<file path="src/rtl/pulse_width_receiver_n.sv">
// -----------------------------------------------------------------------------
// pulse_width_receiver_n
//
// Single-wire pulse-width message receiver. Each bit on rx_in is one high
// pulse followed by a low gap. A high pulse longer than ONE_THRESH cycles is a
// 1, otherwise a 0. MSG_BITS bits are assembled MSB-first and handed over with
// a valid/ack handshake.
//
// The receiver also:
//   - synchronises rx_in through two flops,
//   - aborts a message on a low gap timeout,
//   - rejects runt pulses and stuck-high lines,
//   - flags a complete message dropped while msg_valid was already high.
//
// Ports:
//   clock       in   system clock
//   reset_n     in   asynchronous active-low reset, clears all state
//   rx_in       in   raw serial line (asynchronous to clock, idle low)
//   msg_ack     in   consumer accept, only honoured while msg_valid=1
//   msg_valid   out  msg_data holds an unacknowledged message
//   msg_data    out  last accepted message, first received bit at MSB
//   frame_err   out  one-cycle pulse on any framing abort
//   overrun     out  sticky, a complete message was dropped
//   busy        out  a message is partially received
//   parity_err  out  only with PARITY_CHECK_EN: one-cycle pulse on bad parity
//
// Optional feature macro: PARITY_CHECK_EN
//   When defined, every message carries one extra trailing pulse. That pulse
//   is an even-parity bit over the payload. On a mismatch the message is
//   discarded, and parity_err and frame_err pulse together. The parity bit is
//   never stored in msg_data.
// -----------------------------------------------------------------------------
module pulse_width_receiver_n #(
  parameter int MSG_BITS    = 24,
  parameter int CNT_WIDTH   = 8,
  parameter int ONE_THRESH  = 26,
  parameter int MIN_HIGH    = 4,
  parameter int MAX_HIGH    = 200,
  parameter int GAP_TIMEOUT = 200
) (
  input  logic                clock,
  input  logic                reset_n,
  input  logic                rx_in,
  input  logic                msg_ack,
  output logic                msg_valid,
  output logic [MSG_BITS-1:0] msg_data,
  output logic                frame_err,
  output logic                overrun,
  output logic                busy
`ifdef PARITY_CHECK_EN
  ,
  output logic                parity_err
`endif
);

`ifdef PARITY_CHECK_EN
  localparam int TOTAL_PULSES = MSG_BITS + 1;
`else
  localparam int TOTAL_PULSES = MSG_BITS;
`endif
  // The bit counter must be able to hold the pulse count that completes a
  // message. That count is MSG_BITS, or MSG_BITS+1 when a parity pulse follows.
  localparam int BCNT_W = $clog2(TOTAL_PULSES + 1);
  // Run lengths are one wider than the counter so that count+1 cannot wrap.
  localparam int RUN_W  = CNT_WIDTH + 1;

  localparam logic [CNT_WIDTH-1:0] CNT_MAX      = {CNT_WIDTH{1'b1}};
  localparam logic [RUN_W-1:0]     ONE_THRESH_R = RUN_W'(ONE_THRESH);
  localparam logic [RUN_W-1:0]     MIN_HIGH_R   = RUN_W'(MIN_HIGH);
  localparam logic [RUN_W-1:0]     MAX_HIGH_R   = RUN_W'(MAX_HIGH);
  localparam logic [RUN_W-1:0]     GAP_R        = RUN_W'(GAP_TIMEOUT);
  localparam logic [BCNT_W-1:0]    PAYLOAD_CNT  = BCNT_W'(MSG_BITS);
  localparam logic [BCNT_W-1:0]    LAST_CNT     = BCNT_W'(TOTAL_PULSES);

  typedef enum logic [1:0] {
    ST_IDLE     = 2'd0,
    ST_RCV_HIGH = 2'd1,
    ST_RCV_LOW  = 2'd2,
    ST_WAIT_LOW = 2'd3
  } state_t;

`ifdef PARITY_CHECK_EN
  // Even parity: the parity bit that makes the total count of ones even.
  function automatic logic even_parity(input logic [MSG_BITS-1:0] data);
    return ^data;
  endfunction
`endif

  // Registered state.
  logic                sync1_q,     sync1_d;
  logic                sync2_q,     sync2_d;
  logic                rx_prev_q,   rx_prev_d;
  logic [CNT_WIDTH-1:0] cnt_q,      cnt_d;
  state_t              state_q,     state_d;
  logic [BCNT_W-1:0]   bit_cnt_q,   bit_cnt_d;
  logic [MSG_BITS-1:0] shift_q,     shift_d;
  logic                msg_valid_q, msg_valid_d;
  logic [MSG_BITS-1:0] msg_data_q,  msg_data_d;
  logic                frame_err_q, frame_err_d;
  logic                overrun_q,   overrun_d;
  logic                busy_q,      busy_d;
  logic                parity_err_q, parity_err_d;

  // Combinational helpers.
  logic             rx_s;
  logic             edge_s;
  logic [RUN_W-1:0] run_len_s;
  logic             bit_s;
  logic             complete_s;
  logic             parity_ok_s;
  logic             ack_take_s;

  assign rx_s   = sync2_q;
  assign edge_s = rx_s ^ rx_prev_q;
  // The counter is cleared on the cycle a transition is seen. One cycle later
  // it reads 0, even though the level has already lasted one cycle. Adding 1
  // therefore gives the number of cycles the previous level lasted. At a
  // falling edge this equals the high pulse width.
  assign run_len_s  = {1'b0, cnt_q} + {{CNT_WIDTH{1'b0}}, 1'b1};
  assign ack_take_s = msg_ack & msg_valid_q;

  // Next-state logic for the synchroniser, counter, FSM and outputs.
  always_comb begin
    sync1_d      = rx_in;
    sync2_d      = sync1_q;
    rx_prev_d    = rx_s;
    state_d      = state_q;
    bit_cnt_d    = bit_cnt_q;
    shift_d      = shift_q;
    msg_valid_d  = msg_valid_q;
    msg_data_d   = msg_data_q;
    frame_err_d  = 1'b0;
    overrun_d    = overrun_q;
    parity_err_d = 1'b0;
    bit_s        = 1'b0;
    complete_s   = 1'b0;
    parity_ok_s  = 1'b1;

    if (edge_s) begin
      cnt_d = {CNT_WIDTH{1'b0}};
    end else if (cnt_q == CNT_MAX) begin
      cnt_d = cnt_q;
    end else begin
      cnt_d = cnt_q + {{(CNT_WIDTH-1){1'b0}}, 1'b1};
    end

    case (state_q)
      ST_IDLE: begin
        // The cycle counter is not touched here; the transition that raised
        // rx_s already cleared it. The pulse width is therefore correct even
        // if rx_s rose on the cycle this state was entered.
        if (rx_s) begin
          state_d   = ST_RCV_HIGH;
          bit_cnt_d = {BCNT_W{1'b0}};
          shift_d   = {MSG_BITS{1'b0}};
        end else begin
          state_d = ST_IDLE;
        end
      end
      ST_RCV_HIGH: begin
        if (run_len_s >= MAX_HIGH_R) begin
          frame_err_d = 1'b1;
          state_d     = ST_WAIT_LOW;
        end else if (!rx_s) begin
          if (run_len_s < MIN_HIGH_R) begin
            frame_err_d = 1'b1;
            state_d     = ST_IDLE;
          end else begin
            bit_s     = (run_len_s > ONE_THRESH_R);
            bit_cnt_d = bit_cnt_q + {{(BCNT_W-1){1'b0}}, 1'b1};
            // Only payload bits enter the shift register; a trailing parity
            // pulse is kept out.
            if (bit_cnt_q < PAYLOAD_CNT) begin
              shift_d = {shift_q[MSG_BITS-2:0], bit_s};
            end else begin
              shift_d = shift_q;
            end
            if (bit_cnt_d == LAST_CNT) begin
              complete_s = 1'b1;
              state_d    = ST_IDLE;
            end else begin
              state_d = ST_RCV_LOW;
            end
          end
        end else begin
          state_d = ST_RCV_HIGH;
        end
      end
      ST_RCV_LOW: begin
        if (run_len_s >= GAP_R) begin
          frame_err_d = 1'b1;
          state_d     = ST_IDLE;
        end else if (rx_s) begin
          state_d = ST_RCV_HIGH;
        end else begin
          state_d = ST_RCV_LOW;
        end
      end
      ST_WAIT_LOW: begin
        if (!rx_s) begin
          state_d = ST_IDLE;
        end else begin
          state_d = ST_WAIT_LOW;
        end
      end
      default: begin
        state_d = ST_IDLE;
      end
    endcase

`ifdef PARITY_CHECK_EN
    // On the completing edge, bit_s is the parity pulse and shift_q holds the
    // whole payload.
    parity_ok_s = (even_parity(shift_q) == bit_s);
`endif

    // Handshake. On a completing cycle an accepted ack frees the holding
    // register first, so the new message loads with no valid gap.
    if (complete_s) begin
      if (!parity_ok_s) begin
        frame_err_d  = 1'b1;
        parity_err_d = 1'b1;
      end else if (!msg_valid_q || ack_take_s) begin
        msg_data_d  = shift_d;
        msg_valid_d = 1'b1;
      end else begin
        overrun_d = 1'b1;
      end
    end else if (ack_take_s) begin
      msg_valid_d = 1'b0;
    end else begin
      msg_valid_d = msg_valid_q;
    end

    busy_d = (state_d == ST_RCV_HIGH) || (state_d == ST_RCV_LOW);
  end

  // State and output registers with asynchronous active-low reset.
  always_ff @(posedge clock or negedge reset_n) begin
    if (!reset_n) begin
      sync1_q      <= 1'b0;
      sync2_q      <= 1'b0;
      rx_prev_q    <= 1'b0;
      cnt_q        <= {CNT_WIDTH{1'b0}};
      state_q      <= ST_IDLE;
      bit_cnt_q    <= {BCNT_W{1'b0}};
      shift_q      <= {MSG_BITS{1'b0}};
      msg_valid_q  <= 1'b0;
      msg_data_q   <= {MSG_BITS{1'b0}};
      frame_err_q  <= 1'b0;
      overrun_q    <= 1'b0;
      busy_q       <= 1'b0;
      parity_err_q <= 1'b0;
    end else begin
      sync1_q      <= sync1_d;
      sync2_q      <= sync2_d;
      rx_prev_q    <= rx_prev_d;
      cnt_q        <= cnt_d;
      state_q      <= state_d;
      bit_cnt_q    <= bit_cnt_d;
      shift_q      <= shift_d;
      msg_valid_q  <= msg_valid_d;
      msg_data_q   <= msg_data_d;
      frame_err_q  <= frame_err_d;
      overrun_q    <= overrun_d;
      busy_q       <= busy_d;
      parity_err_q <= parity_err_d;
    end
  end

  assign msg_valid = msg_valid_q;
  assign msg_data  = msg_data_q;
  assign frame_err = frame_err_q;
  assign overrun   = overrun_q;
  assign busy      = busy_q;
`ifdef PARITY_CHECK_EN
  assign parity_err = parity_err_q;
`else
  // Without the parity port the register never sets and has no reader.
  logic unused_parity_s;
  assign unused_parity_s = parity_err_q;
`endif

endmodule

</file>
<file path="config.mk">
export PLATFORM = sky130hd
export DESIGN_NAME = pulse_width_receiver_n
export DESIGN_NICKNAME = d
export VERILOG_FILES = /design/src/rtl/pulse_width_receiver_n.sv
export SDC_FILE = /design/constraint.sdc
export NUM_CORES = 1
export LEC_CHECK = 0
export ABC_CLOCK_PERIOD_IN_PS = 3060
export CORE_ASPECT_RATIO = 1.75
export CORE_UTILIZATION = 45
export CTS_CLUSTER_DIAMETER = 80
export DETAILED_ROUTE_END_ITERATION = 6
export PLACE_DENSITY = 0.74
export SYNTH_ARGS = -nofsm -noshare
export SYNTH_HDL_FRONTEND = slang
export SYNTH_SLANG_ARGS = --single-unit
</file>
<file path="constraint.sdc">
create_clock -name clock -period 3.06 [get_ports clock]
set_clock_uncertainty 0.05 [all_clocks]
set_input_delay 0.612 -clock clock [delete_from_list [all_inputs] [get_ports clock]]
set_output_delay 0.612 -clock clock [all_outputs]
set_load 0.01 [all_outputs]
</file>
==> metrics.yaml, run 1 <==
placement:
  io_buffers: 31
  dp_hpwl_um: 5191
  routabilityCongestion: 0.8790
  dpl.cell_count: 430
floorplan:
  fp.dieW_um: 69.05
  die-height_um: 119.3
  num_rows: 42
  die-area_sq_um: 8239
  ios: 32
  initial_core_util: 0.4678
  core_sq_um: 7567
synth:
  synth_compound_area_frac: 0.1838
  synth_edf_count: 0
  netlist_instances: 322
  yosys.area.top_type: "dfrtp_1"
  synth.yosys.warnings: 0
  syn_area_per_cell_sq_um: 10.99
  netlist_area_sq_um: 3540
  synth_xor_area_frac: 0.01237
  ys_seq_elements: 70
  synth_top_cell_area_share: 0.4949
  ys_types: 54
  synthFlopType: "dfrtp_1"
  yosysSeqAreaShare: 0.4949
  synth_top_family_by_area: "compound AO/OA/AOI/OAI gates"
  synthSimpleGateAreaFrac: 0.1569
  synthMuxAreaShare: 0.08766
  synth_fp_nets: 332
  synth_fa_ha_area_frac: 0.02121
  async_reset_ff_frac: 1.000
  synthTopCellsByArea: "dfrtp_1 (49%), mux2_2 (7.6%), a22oi_1 (4.7%)"
drt:
  routed_wl_um: 7429
  drc_errors: 0
  drt_pass1_iterations: 4
  antenna_left: 0
  drt-initial-drc-count: 63
  wl_per_cell_um: 16.69
  viasPerCell: 6.040
  vias: 2688
cells_and_area:
  diodes: 0
  finalNonFillerCells: 445
  area_growth_pct: 19.58
  seqCellArea_sq_um: 1752
  final_common_cell: "dfrtp_1"
  layout-drive-gt1-share: 0.2409
  fillers: 671
  final_cell_mix: "dfrtp_1 (70), clkdlybuf4s50_1 (30), mux2_2 (24)"
  nNetsFinal: 363
  multi_input_area_sq_um: 1643
worst_setup_path:
  critical_path_buf_inv_count: 2
  critPathLaunchType: "flop"
  cp.arrival_ns: 3.02
  required_ns: 3.22
  crit_type: "flop to flop"
  worst_path_most_repeated_cell: "nand3_1"
  end_kind: "flop"
  crit_slowest_cell: "a2111o_2"
  crit_family: "compound AO/OA/AOI/OAI gates"
  crit_path_max_incr_delay_ns: 0.48
  cp_max_fo: 48
  path_cells: "ha_1 > buf_4 > nand3_1 > o31ai_1 > o21ai_1 > a2111o_2 > buf_12 > nand3_1 > o21ai_0 > mux2_2"
sta:
  tightestPinTransition_ns: 0.7447
  finalSetupViolations: 0
  finalCritPeriodShare: 0.9330
  hold_violations: 0
  clock.fmax_mhz: 350.2
  slew_violations: 0
  tns_ns: 0
  layout_min_cycle_time_ns: 2.855
  slew_headroom: 0.5035
  rsz0062_at_grt: "no"
cts:
  cts_repair_resize_count: 0
  cts_tree: "built"
  hold_buffers: 0
  post-cts-setup-buffer-count: 0
  cts_sinks: 70
  clk_latency_ns: 0.33
  cts_buffer_depth: 2
  clk_pin_slew_ns: 0.05
  cts_made_buffers: 9
  root_buffer: "clkbuf_16"
  htree_levels: 3
global_route:
  grt_max_degree: 49
  antenna_found_initial: 0
  grt_pass1_vias: 2615
  overflow: 0
  grt_first_pass_wirelength_um: 12510
  grt_usage: 0.1925
pwr:
  power_leakage_nw: 1.790
  powerDensity_nw_per_um2: 575.5
  peakVddDrop_mv: 0.5072
hold_path:
  hold_class: "input pin to asynchronous set/reset pin"
run:
  maxCapViolCount: 0
status:
  outcome: "finished clean"
[synthesized netlist by cell type, types with 6 or more instances]
master,n
a22oi_1,22
mux2_2,24
a21oi_1,17
dfrtp_1,70
o21ai_2,13
nand3_2,14
nand3_1,15
o21ai_0,14
nor2_1,18
and2_1,6
clkbuf_1,12
nand2_1,16
ha_1,6
[cell families (layout without fill, tap and decap cells)]
logic type               count (synthesis)  after routing
flip-flops                              70             70
multiplexers                            28             28
adder cells (fa/ha/maj)                  6              6
XOR/XNOR                                 5              5
AND/OR/NAND/NOR                         94             94
buffers and inverters                   29             64
AO/OA/AOI/OAI                           90             90
[worst paths after layout]
kind	startpoint	endpoint	slack, ns	cells after the start
worst max-delay path	cnt_q[1]	msg_data[22]	0.20	10
worst min-delay path	reset_n	shift_q[0]	0.30	1
worst max register to register	cnt_q[1]	msg_data[22]	0.20	10
worst min register to register	sync1_q	rx_prev_d	0.30	0
max in group asynchronous	reset_n	shift_q[13]	2.01	2
min in group clock	sync1_q	rx_prev_d	0.30	0
[state kept, by name (all words and copies together), names as in the netlist]
register,flops
overrun,1
state_q,2
bit_cnt_q,5
cnt_q,8
sync1_q,1
msg_data,24
busy,1
msg_valid,1
frame_err,1
rx_prev_d,1
rx_prev_q,1
shift_q,24
[through the flow]
stage | power, mW | setup WS, ns | hold slack [ns] | util | cell area [sq um]
final | 2.436 | 0.2049 | 0.2970 | 0.5594 | 4233
after global routing | 2.534 | 0.02253 | 0.3125 | 0.5594 | 4233
after floorplan | 1.359 | 0.1921 | 0.2664 | - | 3540
after CTS | 2.451 | 0.2002 | 0.3034 | 0.5594 | 4233
after global placement | 1.495 | 0.2566 | 0.2926 | 0.5238 | 3964
after detailed placement | 1.507 | 0.2334 | 0.2919 | 0.5238 | 3964
[power by group]
group,internal [mW],switching [mW],total (mW)
combinational,0.157,0.353,0.510
sequential,0.956,0.0274,0.983
clock,0.587,0.356,0.943
total,1.70,0.736,2.44
[layout make-up]
class,instances,share of cell area
multi-input combinational,223,0.3881
clock inverter,1,0.001182
timing repair buffer,44,0.1040
tap,88,0.02601
clock buffer,14,0.06237
sequential,70,0.4138
inverter,5,0.004434
[metal layers]
layer  track usage  vias up  share of wire
li1              -     1257              -
met1        0.2026     1365           0.38
met2        0.3501       47           0.56
met3       0.04230       19          0.027
met4        0.1020        0          0.032
met5             0        -              0
No activity file was read; power rests on OpenSTA's default activity.
==> inputs of run 2 (changes only) <==
--- a/config.mk
+++ b/config.mk
@@ -9,8 +9,10 @@
 export CORE_ASPECT_RATIO = 1.75
 export CORE_UTILIZATION = 45
 export CTS_CLUSTER_DIAMETER = 80
+export CTS_CLUSTER_SIZE = 14
 export DETAILED_ROUTE_END_ITERATION = 6
 export PLACE_DENSITY = 0.74
+export SETUP_SLACK_MARGIN = 0.2
 export SYNTH_ARGS = -nofsm -noshare
 export SYNTH_HDL_FRONTEND = slang
 export SYNTH_SLANG_ARGS = --single-unit
==> metrics.yaml, run 2 (synthesis gave the netlist of run 1 again) <==
placement:
  routabilityCongestion: 0.8721  # -0.78%
  io_buffers: 31  # unchanged
  dpl.cell_count: 430  # unchanged
  dp_hpwl_um: 4957  # -4.5%
  pre_cts_slack_ns: 0.2302  # -0.003264 ns
cts:
  cts_buffer_depth: 2  # unchanged
  clk_pin_slew_ns: 0.05  # about the same
  cts_sinks: 70  # unchanged
  hold_buffers: 0  # unchanged
  cts_tree: "built"
  htree_levels: 3  # unchanged
  cts_made_buffers: 9  # unchanged
  clk_latency_ns: 0.33  # about the same
  root_buffer: "clkbuf_16"
pwr:
  clockPowerShare: 0.376  # -0.011
  power.switching_mw: 0.7314  # -0.69%
  powerDensity_nw_per_um2: 559.8  # -2.7%
  p_seq_frac: 0.409  # +0.005
  p_int_mw: 1.677  # -1.3%
  peakVddDrop_mv: 0.4216  # -17%
  power_leakage_nw: 1.819  # +1.6%
  power_mw: 2.408  # -1.1%
  swShare: 0.3037  # +0.001370
  p_comb_frac: 0.215  # +0.006
sta:
  finalSetupViolations: 0  # unchanged
  rsz0062_at_grt: "yes"
  layout_min_cycle_time_ns: 2.777  # -0.07825 ns
  clock.fmax_mhz: 360.1  # +2.8%
  slew_headroom: 0.5588  # +0.05521
  slew_violations: 0  # unchanged
  tns_ns: 0  # unchanged
  hold_violations: 0  # unchanged
  finalCritPeriodShare: 0.9075  # -0.02557
  tightestPinTransition_ns: 0.6596  # -0.08505 ns
  holdWs_ns: 0.2312  # -0.06587 ns
  fin_ws_ns: 0.2831  # +0.07825 ns
cells_and_area:
  diodes: 0  # unchanged
  final_cell_mix: "dfrtp_1 (69), clkdlybuf4s50_1 (30), mux2_2 (24)"
  finalNonFillerCells: 448  # +0.67%
  fillers: 653  # -2.7%
  final_common_cell: "dfrtp_1"
  nNetsFinal: 367  # +1.1%
  area_growth_pct: 21.53
  seqCellArea_sq_um: 1753  # about the same
  layout-drive-gt1-share: 0.2639  # +0.02299
  multi_input_area_sq_um: 1670  # +1.7%
drt:
  wl_per_cell_um: 16.90  # +1.2%
  viasPerCell: 5.938  # -1.7%
  vias: 2660  # -1.0%
  drc_errors: 0  # unchanged
  drt-initial-drc-count: 149  # +140%
  antenna_left: 0  # unchanged
  drt_pass1_iterations: 5  # +1
  routed_wl_um: 7571  # +1.9%
floorplan:
  ios: 32  # unchanged
  initial_core_util: 0.4678  # unchanged
  die-height_um: 119.3  # unchanged
  num_rows: 42  # unchanged
  die-area_sq_um: 8239  # unchanged
  core_sq_um: 7567  # unchanged
  fp.dieW_um: 69.05  # unchanged
worst_setup_path:
  end_kind: "flop"
  cp.arrival_ns: 2.94  # -0.08 ns
  critPathLaunchType: "flop"
  required_ns: 3.23  # about the same
  cp_max_fo: 12  # -75%
  crit_type: "flop to flop"
global_route:
  grt_pass1_vias: 2627  # +0.46%
  antenna_found_initial: 0  # unchanged
  grt_max_degree: 49  # unchanged
  grt_usage: 0.1835  # -0.008961
  overflow: 0  # unchanged
  grt_first_pass_wirelength_um: 11870  # -5.1%
run:
  maxCapViolCount: 0  # unchanged
status:
  outcome: "finished clean"
hold_path:
  hold_class: "input pin to asynchronous set/reset pin"
run 2: changes by cell type in the layout (fill, tap and decap cells not counted), moves of 2 or more:
cell | previous run | this run
o21ai_0 | 14 | 5
clkbuf_16 | 9 | 11
buf_4 | 10 | 13
o21ai_1 | 1 | 9
run 2: path summary, 6_finish.rpt:
check | end | cells after the start | startpoint | slack [ns]
worst min-delay path | msg_data[7] | 1 | reset_n | 0.23
max in group asynchronous | msg_data[3] | 2 | reset_n | 1.98
worst max register to register | msg_data[2] | 10 | cnt_q[0] | 0.28
min in group clock | rx_prev_d | 0 | sync1_q | 0.30
worst min register to register | rx_prev_d | 0 | sync1_q | 0.30
worst max-delay path | msg_data[2] | 10 | cnt_q[0] | 0.28
run 2: power groups by stage:
stage | Clock [mW] | Combinational, mW | Sequential, mW
after global placement | 0 | 0.476 | 1.00
after global routing | 0.961 | 0.564 | 0.988
after CTS | 0.927 | 0.488 | 0.986
after floorplan | 0 | 0.365 | 0.994
final | 0.905 | 0.518 | 0.986
after detailed placement | 0 | 0.486 | 1.00
run 2: layout make-up:
cell class	instances	area share
Clock buffer	12	0.05730
Clock inverter	2	0.002327
Inverter	5	0.004363
Multi-Input combinational cell	223	0.3883
Sequential cell	70	0.4075
Tap cell	88	0.02560
Timing Repair Buffer	48	0.1146
run 2: metrics by stage:
| step | util | instance area (sq um) |
|---|---|---|
| after detailed placement | 0.5222 | 3951 |
| final | 0.5685 | 4302 |
| after CTS | 0.5561 | 4208 |
| after global placement | 0.5222 | 3951 |
| after floorplan | - | 3546 |
| after global routing | 0.5685 | 4302 |
run 2: per-layer routing:
| layer | GRT usage | up-vias | routed length [um] |
|---|---|---|---|
| li1 | - | 1268 | - |
| met1 | 0.1949 | 1315 | 2902 |
| met2 | 0.3265 | 57 | 4183 |
| met3 | 0.03892 | 20 | 226 |
| met4 | 0.1110 | 0 | 259 |
| met5 | 0 | - | 0 |
run 2: repair_timing:
| action | 4_1_cts | 5_1_grt |
|---|---|---|
| setup endpoints to repair | 0 | 24 |
| buffers inserted | 0 | 2 |
| gates resized for setup | 0 | 15 |
run 2: worst max-delay path: stages, from the launching register on:
cell	delay [ns]
dfrtp_1	0.40
ha_1	0.22
buf_4	0.17
a311o_1	0.36
o31ai_4	0.09
o21ai_2	0.13
a2111o_2	0.58
clkbuf_16	0.22
nand3_2	0.09
o21ai_2	0.09
mux2_2	0.27
